[src/rtl/sap1_output_display.sv]
// sap1_output_display
//   Captures each value written to the SAP-1 output register, converts it to
//   three BCD digits with a sequential double-dabble (one shift per clock) and
//   drives a time-multiplexed three-digit seven-segment display.
// Ports
//   clk       system clock, rising edge
//   rst_n     asynchronous active-low reset
//   load      1-cycle strobe, data_in valid
//   data_in   8-bit unsigned value
//   bcd       last completed conversion {hundreds,tens,ones}
//   busy      conversion in progress
//   done      1-cycle pulse when bcd updates
//   seg       segments {g,f,e,d,c,b,a} of the enabled digit
//   digit_en  one-hot digit enable: [0]=ones, [1]=tens, [2]=hundreds
module sap1_output_display #(
  parameter int unsigned REFRESH_DIV  = 10000,
  parameter bit          COMMON_ANODE = 1'b0,
  parameter bit          BLANK_LEAD   = 1'b1
) (
  input  logic        clk,
  input  logic        rst_n,
  input  logic        load,
  input  logic [7:0]  data_in,
  output logic [11:0] bcd,
  output logic        busy,
  output logic        done,
  output logic [6:0]  seg,
  output logic [2:0]  digit_en
);

  localparam int unsigned RW = (REFRESH_DIV > 1) ? $clog2(REFRESH_DIV) : 1;

  typedef enum logic [1:0] {IDLE, SHIFT, DONE} state_t;

  state_t          state_q, state_d;
  logic [19:0]     shift_q, shift_d;
  logic [2:0]      cnt_q, cnt_d;
  logic            pend_q, pend_d;
  logic [7:0]      pend_val_q, pend_val_d;
  logic [11:0]     bcd_q, bcd_d;
  logic            done_q, done_d;
  logic [RW-1:0]   refresh_q, refresh_d;
  logic [1:0]      idx_q, idx_d;
  logic [6:0]      seg_q, seg_d;
  logic [2:0]      den_q, den_d;

  logic            blank_h, blank_t;

  function automatic logic [19:0] dd_step(input logic [19:0] s);
    logic [19:0] t;
    t = s;
    for (int unsigned i = 0; i < 3; i++) begin
      if (t[8+4*i +: 4] >= 4'd5) t[8+4*i +: 4] = t[8+4*i +: 4] + 4'd3;
    end
    return {t[18:0], 1'b0};
  endfunction

  function automatic logic [6:0] seg_decode(input logic [3:0] n);
    case (n)
      4'd0:    return 7'b0111111;
      4'd1:    return 7'b0000110;
      4'd2:    return 7'b1011011;
      4'd3:    return 7'b1001111;
      4'd4:    return 7'b1100110;
      4'd5:    return 7'b1101101;
      4'd6:    return 7'b1111101;
      4'd7:    return 7'b0000111;
      4'd8:    return 7'b1111111;
      4'd9:    return 7'b1101111;
      default: return 7'b0000000;
    endcase
  endfunction

  always_comb begin
    state_d    = state_q;
    shift_d    = shift_q;
    cnt_d      = cnt_q;
    pend_d     = pend_q;
    pend_val_d = pend_val_q;
    bcd_d      = bcd_q;
    done_d     = 1'b0;

    case (state_q)
      IDLE: begin
        // A fresh load wins over a pending value, which is then dropped.
        if (load) begin
          shift_d = {12'h000, data_in};
          cnt_d   = '0;
          pend_d  = 1'b0;
          state_d = SHIFT;
        end else if (pend_q) begin
          shift_d = {12'h000, pend_val_q};
          cnt_d   = '0;
          pend_d  = 1'b0;
          state_d = SHIFT;
        end
      end
      SHIFT: begin
        shift_d = dd_step(shift_q);
        cnt_d   = cnt_q + 3'd1;
        if (cnt_q == 3'd7) state_d = DONE;
      end
      DONE: begin
        bcd_d   = shift_q[19:8];
        done_d  = 1'b1;
        state_d = IDLE;
      end
      default: state_d = IDLE;
    endcase

    if (load && (state_q != IDLE)) begin
      pend_d     = 1'b1;
      pend_val_d = data_in;
    end
  end

  always_comb begin
    refresh_d = refresh_q + 1'b1;
    idx_d     = idx_q;
    if (refresh_q == RW'(REFRESH_DIV - 1)) begin
      refresh_d = '0;
      idx_d     = (idx_q == 2'd2) ? 2'd0 : idx_q + 2'd1;
    end

    // Decoded from the next-cycle bcd and index so the registered outputs
    // always match bcd_q and both change on the same edge.
    blank_h = BLANK_LEAD && (bcd_d[11:8] == 4'd0);
    blank_t = blank_h && (bcd_d[7:4] == 4'd0);
    seg_d   = '0;
    den_d   = '0;
    case (idx_d)
      2'd0: begin
        den_d = 3'b001;
        seg_d = seg_decode(bcd_d[3:0]);
      end
      2'd1: begin
        den_d = 3'b010;
        seg_d = blank_t ? 7'b0000000 : seg_decode(bcd_d[7:4]);
      end
      2'd2: begin
        den_d = 3'b100;
        seg_d = blank_h ? 7'b0000000 : seg_decode(bcd_d[11:8]);
      end
      default: begin
        den_d = '0;
        seg_d = '0;
      end
    endcase
  end

  always_ff @(posedge clk or negedge rst_n) begin
    if (!rst_n) begin
      state_q    <= IDLE;
      shift_q    <= '0;
      cnt_q      <= '0;
      pend_q     <= 1'b0;
      pend_val_q <= '0;
      bcd_q      <= '0;
      done_q     <= 1'b0;
      refresh_q  <= '0;
      idx_q      <= '0;
      seg_q      <= 7'b0111111;
      den_q      <= 3'b001;
    end else begin
      state_q    <= state_d;
      shift_q    <= shift_d;
      cnt_q      <= cnt_d;
      pend_q     <= pend_d;
      pend_val_q <= pend_val_d;
      bcd_q      <= bcd_d;
      done_q     <= done_d;
      refresh_q  <= refresh_d;
      idx_q      <= idx_d;
      seg_q      <= seg_d;
      den_q      <= den_d;
    end
  end

  assign bcd      = bcd_q;
  assign busy     = (state_q != IDLE);
  assign done     = done_q;
  assign seg      = COMMON_ANODE ? ~seg_q : seg_q;
  assign digit_en = COMMON_ANODE ? ~den_q : den_q;

endmodule

[config.mk]
export PLATFORM = sky130hd
export DESIGN_NAME = sap1_output_display
export DESIGN_NICKNAME = d
export VERILOG_FILES = /design/src/rtl/sap1_output_display.sv
export SDC_FILE = /design/constraint.sdc
export NUM_CORES = 1
export LEC_CHECK = 0
export ABC_AREA = 1
export ABC_CLOCK_PERIOD_IN_PS = 2350
export CORE_MARGIN = 3
export CORE_UTILIZATION = 50
export DETAILED_ROUTE_END_ITERATION = 16
export PLACE_DENSITY = 0.7
export SLEW_MARGIN = 10
export SYNTH_ARGS = -nofsm -noshare
export SYNTH_HDL_FRONTEND = slang
export SYNTH_SLANG_ARGS = --single-unit
[constraint.sdc]
create_clock -name clk -period 2.35 [get_ports clk]
set_input_delay 0.47 -clock clk [delete_from_list [all_inputs] [get_ports clk]]
set_output_delay 0.47 -clock clk [all_outputs]
set_load 0.005 [all_outputs]
# After elaboration in Yosys (flattened, before gate mapping)
# Memories as Yosys holds them, arrays and structs flattened.
# Index checks and enable logic that the tools add are counted.
# word_totals
output_inout_bits,24
rom_bits,336
memories,3
elab_cells,67
inputBits,11
ramBits,0
latchBits,0
ff_bits,73
# memory_table
name,depth,word_bits,rd,rd_ports_with_merged_regs,wr,line,rtl
(no name shown),16,7,1,0,0,59,case (n)
(no name shown),16,7,1,0,0,59,
(no name shown),16,7,1,0,0,59,
# op_classes
mux,24
n_eq_ne,9
addsub,6
n_reduce_logical,11
shifts,0
multipliers,0
bitwise_logic,0
div_mod_pow,0
magnitude_cmp,3
# ops
op,count
20-bit 2-to-1 mux,2
20-bit one-hot mux with 2 select lines,1
7-bit one-hot mux with 3 select lines,1
14-bit by 1-bit adder with 14-bit output (second input constant),1
14-bit equality test (second input constant),1
14-bit 2-to-1 mux,1
7-bit 2-to-1 mux,2
4-bit by 3-bit >= comparator with 1-bit output (second input constant),3
12-bit 2-to-1 mux,1
2-bit 2-to-1 mux,5
3-bit 2-to-1 mux,3
3-bit one-hot mux with 3 select lines,1
4-bit by 2-bit adder with 4-bit output (second input constant),2
4-bit logical NOT,2
4-bit 2-to-1 mux,2
2-bit equality test (second input constant),3
3-bit one-hot mux with 2 select lines,1
2-bit nonzero test,3
2-bit by 1-bit equality test with 1-bit output (second input constant),2
2-bit logical NOT,2
2-bit one-hot mux with 2 select lines,1
2-bit AND reduction,2
3-bit by 1-bit adder with 3-bit output (second input constant),1
3-bit by 2-bit adder with 3-bit output (second input constant),1
6 further kinds,9

# Depth between registers and ports, before layout
# logic_depth
depth_word,6
mapped_depth,14
mapped_depth_nobuf,13

# Worst setup path before layout
# No wires, ideal clock.
# synth_timing
path_kind,reg2reg
from,register state_q[0]
to,"register seg_q[3], in the netlist seg[3]"
path_stages_with_launch,13
required_time_ns,2.268
setup_time_ns,0.082
slack_ns,0.364
path_buffers,1
t_arrival_ns,1.904
synth_period_minus_slack_ns,1.986
path_cell_list,dfrtp_1 -> inv_4 -> nand2_4 -> buf_4 -> o21ai_0 -> inv_1 -> ha_1 -> nand2_1 -> nand3_1 -> nand2_1 -> inv_1 -> nand2_1 -> nand3_1
# synth_between
word_cells_on_any_way,11
classes_between,eq/ne: 1; mux: 4; reduce/logical: 3; memory: 3
# synth_lines
item,line,rtl
from (decl),35,"state_t state_q, state_d;"
from (signal assigned),165,state_q <= state_d;
2-bit equality test,83,case (state_q)
12-bit 2-to-1 mux,83,
named net bcd_d[0],40,"logic [11:0] bcd_q, bcd_d;"
memory read 16 x 7 bit,n/a,
7-bit one-hot mux with 3 select lines,131,case (idx_d)
named net seg_d[3],44,"logic [6:0] seg_q, seg_d;"
to (signal assigned),174,seg_q <= seg_d;
to (decl),44,
# The timed path passes the listed nets, and every way through them passes these cells.
# A chain may end at the register's enable or synchronous reset.

# Worst setup path in the final report
# layout_timing
from,register state_q[1]
to,"register seg_q[5], in the netlist seg[5]"
# layout_between
elab_chain_len,6
word_cells_on_any_way,11
classes_between,eq/ne: 1; mux: 4; reduce/logical: 3; memory: 3
# layout_lines
item,line
2-bit equality test *,83
12-bit 2-to-1 mux *,83
named net bcd_d[9],40
"parallel branches: the longest is 3 deep, another holds memory read 16 x 7 bit",n/a
7-bit one-hot mux with 3 select lines *,131
named net seg_d[5],44
# Mark *: on every way through the listed nets, which the timed path passes.

==> flow_summary_export.csv <==
group,metric,value,unit
run_status,outcome,"finished clean",
critical_path,crit_fanout,9,
drt,drtIter0Drc,108,
floorplanning,dieArea,9406,µm²
clock_network,postCtsSetupBuffers,0,
yosys,synth-seq-area-share,0.4435,
floorplanning,die_w,96.99,µm
clock_network,worstSkewPairLatency,0.35,ns
timing,tns,0,ns
critical_path,arrival,2.33,ns
global_routing,antenna_found_initial,0,
cells_and_area,fin_nets,605,
global_routing,overflow,0,
placed_design,place_area,4606,µm²
timing,rsz0062_at_grt,"no",
clock_network,clockBufferDepth,2,
clock_network,cts_tree,"yes",
yosys,yosys_warnings,0,
timing,post-route-period-util,0.8672,
drt,via_per_inst,5.016,
floorplanning,row_count,32,
yosys,synth_cells,529,
critical_path,startpoint_type,"flop",
floorplanning,coreArea,7888,µm²
drt,route.detailed.drc,0,
global_routing,grt_pass1_vias,3346,
timing,report.final.slew_viol_count,0,
placed_design,portBuffers,34,
pwr,clkPwrFrac,0.151,
drt,vias,3406,
global_routing,grt_start_max_net_pins,33,
floorplanning,io_pins,35,
clock_network,numCtsBuffers,9,
clock_network,htree_levels,3,
timing,slew_headroom,0.5349,
clock_network,ctsHoldBuffers,0,
drt,drt_pass1_iterations,4,
pwr,p_leak,0.002452,µW
pwr,seq_power_share,0.337,
pwr,p_comb_frac,0.512,
timing,worst_slew_pin_slew,0.6976,ns
cells_and_area,final_area,4788,µm²
cells_and_area,final_util,0.6071,
timing,fmax,490.7,MHz
cells_and_area,area_delta_synth_final,15.69,%
clock_network,path_clk_slew,0.08,ns
cells_and_area,drive_gt1_frac,0.1092,
placed_design,hpwl,6.424,mm
floorplanning,die_h,96.99,µm
pwr,p_switching,2594,µW
critical_path,worstSetupPathType,"reg2reg",
clock_network,cts_resized,0,
clock_network,cts-root-buf,"clkbuf_8",
timing,hold_viol,0,
yosys,syn_nets,562,
pwr,swShare,0.4294,
drt,drt-wirelength-per-cell,12.51,µm
yosys,ys_seq_elements,73,
global_routing,grt_pass1_wl,15.19,mm
pwr,powerDensity,1261,nW/µm²
timing,period_needed,2.038,ns
clock_network,cts.sinks,73,
worst_hold_path,hold_path.class,"in2async",
flow_run,max-cap-violations,0,
critical_path,worstSetupStartpoint,"state_q[1]",
yosys,avgSynthCellArea,7.824,µm²
critical_path,r2r_slack,0.31,ns
pwr,ir_drop,0.0007839,V
placed_design,place_congestion,0.8179,
critical_path,ff2ff_path_depth,13,
timing,finalSetupViolations,0,
critical_path,crit_required,2.64,ns
cells_and_area,n_antenna_cell,0,
yosys,syn-cell-area,4139,µm²
drt,wl,8.492,mm
critical_path,r2r_start,"state_q[1]",
pwr,p_int,3446,µW
critical_path,cp-end-kind,"flop",
floorplanning,initial_core_util,0.5247,
timing,finalClockSkew,0.01136,ns
yosys,synth.distinct_cells,38,
global_routing,track_usage,0.1938,
critical_path,reg2reg_to,"seg[5]",
drt,ant_nets,0,
-- cell usage after synthesis, drive strengths merged --
cell | count | area (µm²)
nand2 | 155 | 616.8
inv | 84 | 317.8
dfrtp | 66 | 1652
nor2 | 55 | 231.5
o21ai | 42 | 255.3
nand3 | 40 | 212.7
ha | 22 | 275.3
a21oi | 13 | 68.82
dfstp | 7 | 183.9
o22ai | 7 | 43.79
buf | 6 | 50.04
o211ai | 5 | 37.54
xor2 | 5 | 43.79
a211oi | 3 | 22.52
clkbuf | 3 | 11.26
nor3 | 3 | 15.01
o32ai | 3 | 26.28
a22o | 2 | 17.52
a32o | 2 | 20.02
a31oi | 1 | 6.260
clkinv | 1 | 3.750
nand4 | 1 | 6.260
o21a | 1 | 7.510
o21bai | 1 | 7.510
or2 | 1 | 6.260
-- worst max-delay path by stage --
stage / slack [ns] / end / depth (start not counted)
after floorplan: 0.36 / seg[3] / 12
after global placement: 0.30 / seg[5] / 13
after detailed placement: 0.21 / seg[5] / 13
after CTS: 0.19 / seg[5] / 13
after global routing: 0.07 / seg[5] / 13
final: 0.31 / seg[5] / 13
-- worst max-delay path: stages (launching register included) --
cell and delay (ns):
dfrtp_2 0.47, inv_2 0.06, nor2_4 0.20, nand2_1 0.07
o21ai_1 0.26, inv_1 0.18, ha_1 0.22, inv_1 0.05
nand2_1 0.06, nand3_1 0.09, nand2_1 0.05, nor2_1 0.09
nand2_1 0.07, nand3_1 0.10
-- flip-flops by register name (all words and copies together), names as in the netlist --
register,flops
shift_q,20
refresh_q,14
bcd,12
pend_val_q,8
seg,7
cnt_q,3
digit_en,3
idx_q,2
state_q,2
done,1
pend_q,1
-- per-stage QoR --
stage               total power [µW]  setup slack (ns)  cells  hold WS [ns]
finish                          6040            0.3122    679        0.1606
global route                    6681           0.07169    679        0.2109
CTS                             6087            0.1950    679        0.1781
detailed placement              5153            0.2130    663        0.4703
global placement                5062            0.2956    663        0.4487
floorplan                       4190            0.3638    529        0.1744
-- final cells by class --
cell class	instances	area, µm²
Inverter	85	321.6
Timing Repair Buffer	41	400.4
Clock buffer	11	151.4
Tap cell	102	127.6
Clock inverter	5	30.03
Fill cell	706	3099
Sequential cell	73	1837
Multi-Input combinational cell	362	1921
-- logic make-up after synthesis --
kind of cell	count (synthesis)	share of synthesized area
xor+xnor	5	0.01058
simple gates	255	0.2630
flops	73	0.4435
fa+ha+maj	22	0.06650
buf+inv	94	0.09250
compound gates	80	0.1239
-- layout by cell type, fill, tap and decap left out, types with 2 or more instances in the layout --
cell type,synthesis,layout
nor2_2,4,4
inv_2,5,5
nand2_4,2,2
clkdlybuf4s50_1,0,33
o21ai_2,3,3
inv_1,78,78
o21ai_0,33,33
o22ai_1,7,7
nor3_1,3,3
nor2_4,2,2
dfrtp_1,66,65
xor2_1,5,5
dfstp_2,7,7
buf_4,2,6
clkinvlp_4,0,2
nand2_1,145,145
nor2_1,49,49
clkbuf_8,0,11
a22o_1,2,2
a211oi_1,3,3
o21ai_1,3,3
o211ai_1,5,5
o32ai_1,3,3
nand3_1,39,39
a21oi_1,12,12
nand2_2,8,8
o21ai_4,3,3
ha_1,22,22
clkinv_2,0,3
a32o_1,2,2
-- routing by layer --
layer	GRT usage	vias to the layer above	wire, µm	part of all wire
met4	0.04644	0	54	0.0064
met3	0.04254	5	245	0.029
li1	-	1752	-	-
met1	0.2650	1605	4150	0.49
met5	0	-	0	0
met2	0.3148	44	4042	0.48
-- power by group through the flow --
stage / logic [µW] / registers, µW / clock network [µW]
after global routing: 3590 / 2090 / 995
final: 3100 / 2030 / 912
after global placement: 3030 / 2040 / 0
after floorplan: 2210 / 1980 / 0
after detailed placement: 3100 / 2050 / 0
after CTS: 3120 / 2030 / 932
Power figures use the tool's default switching activity.
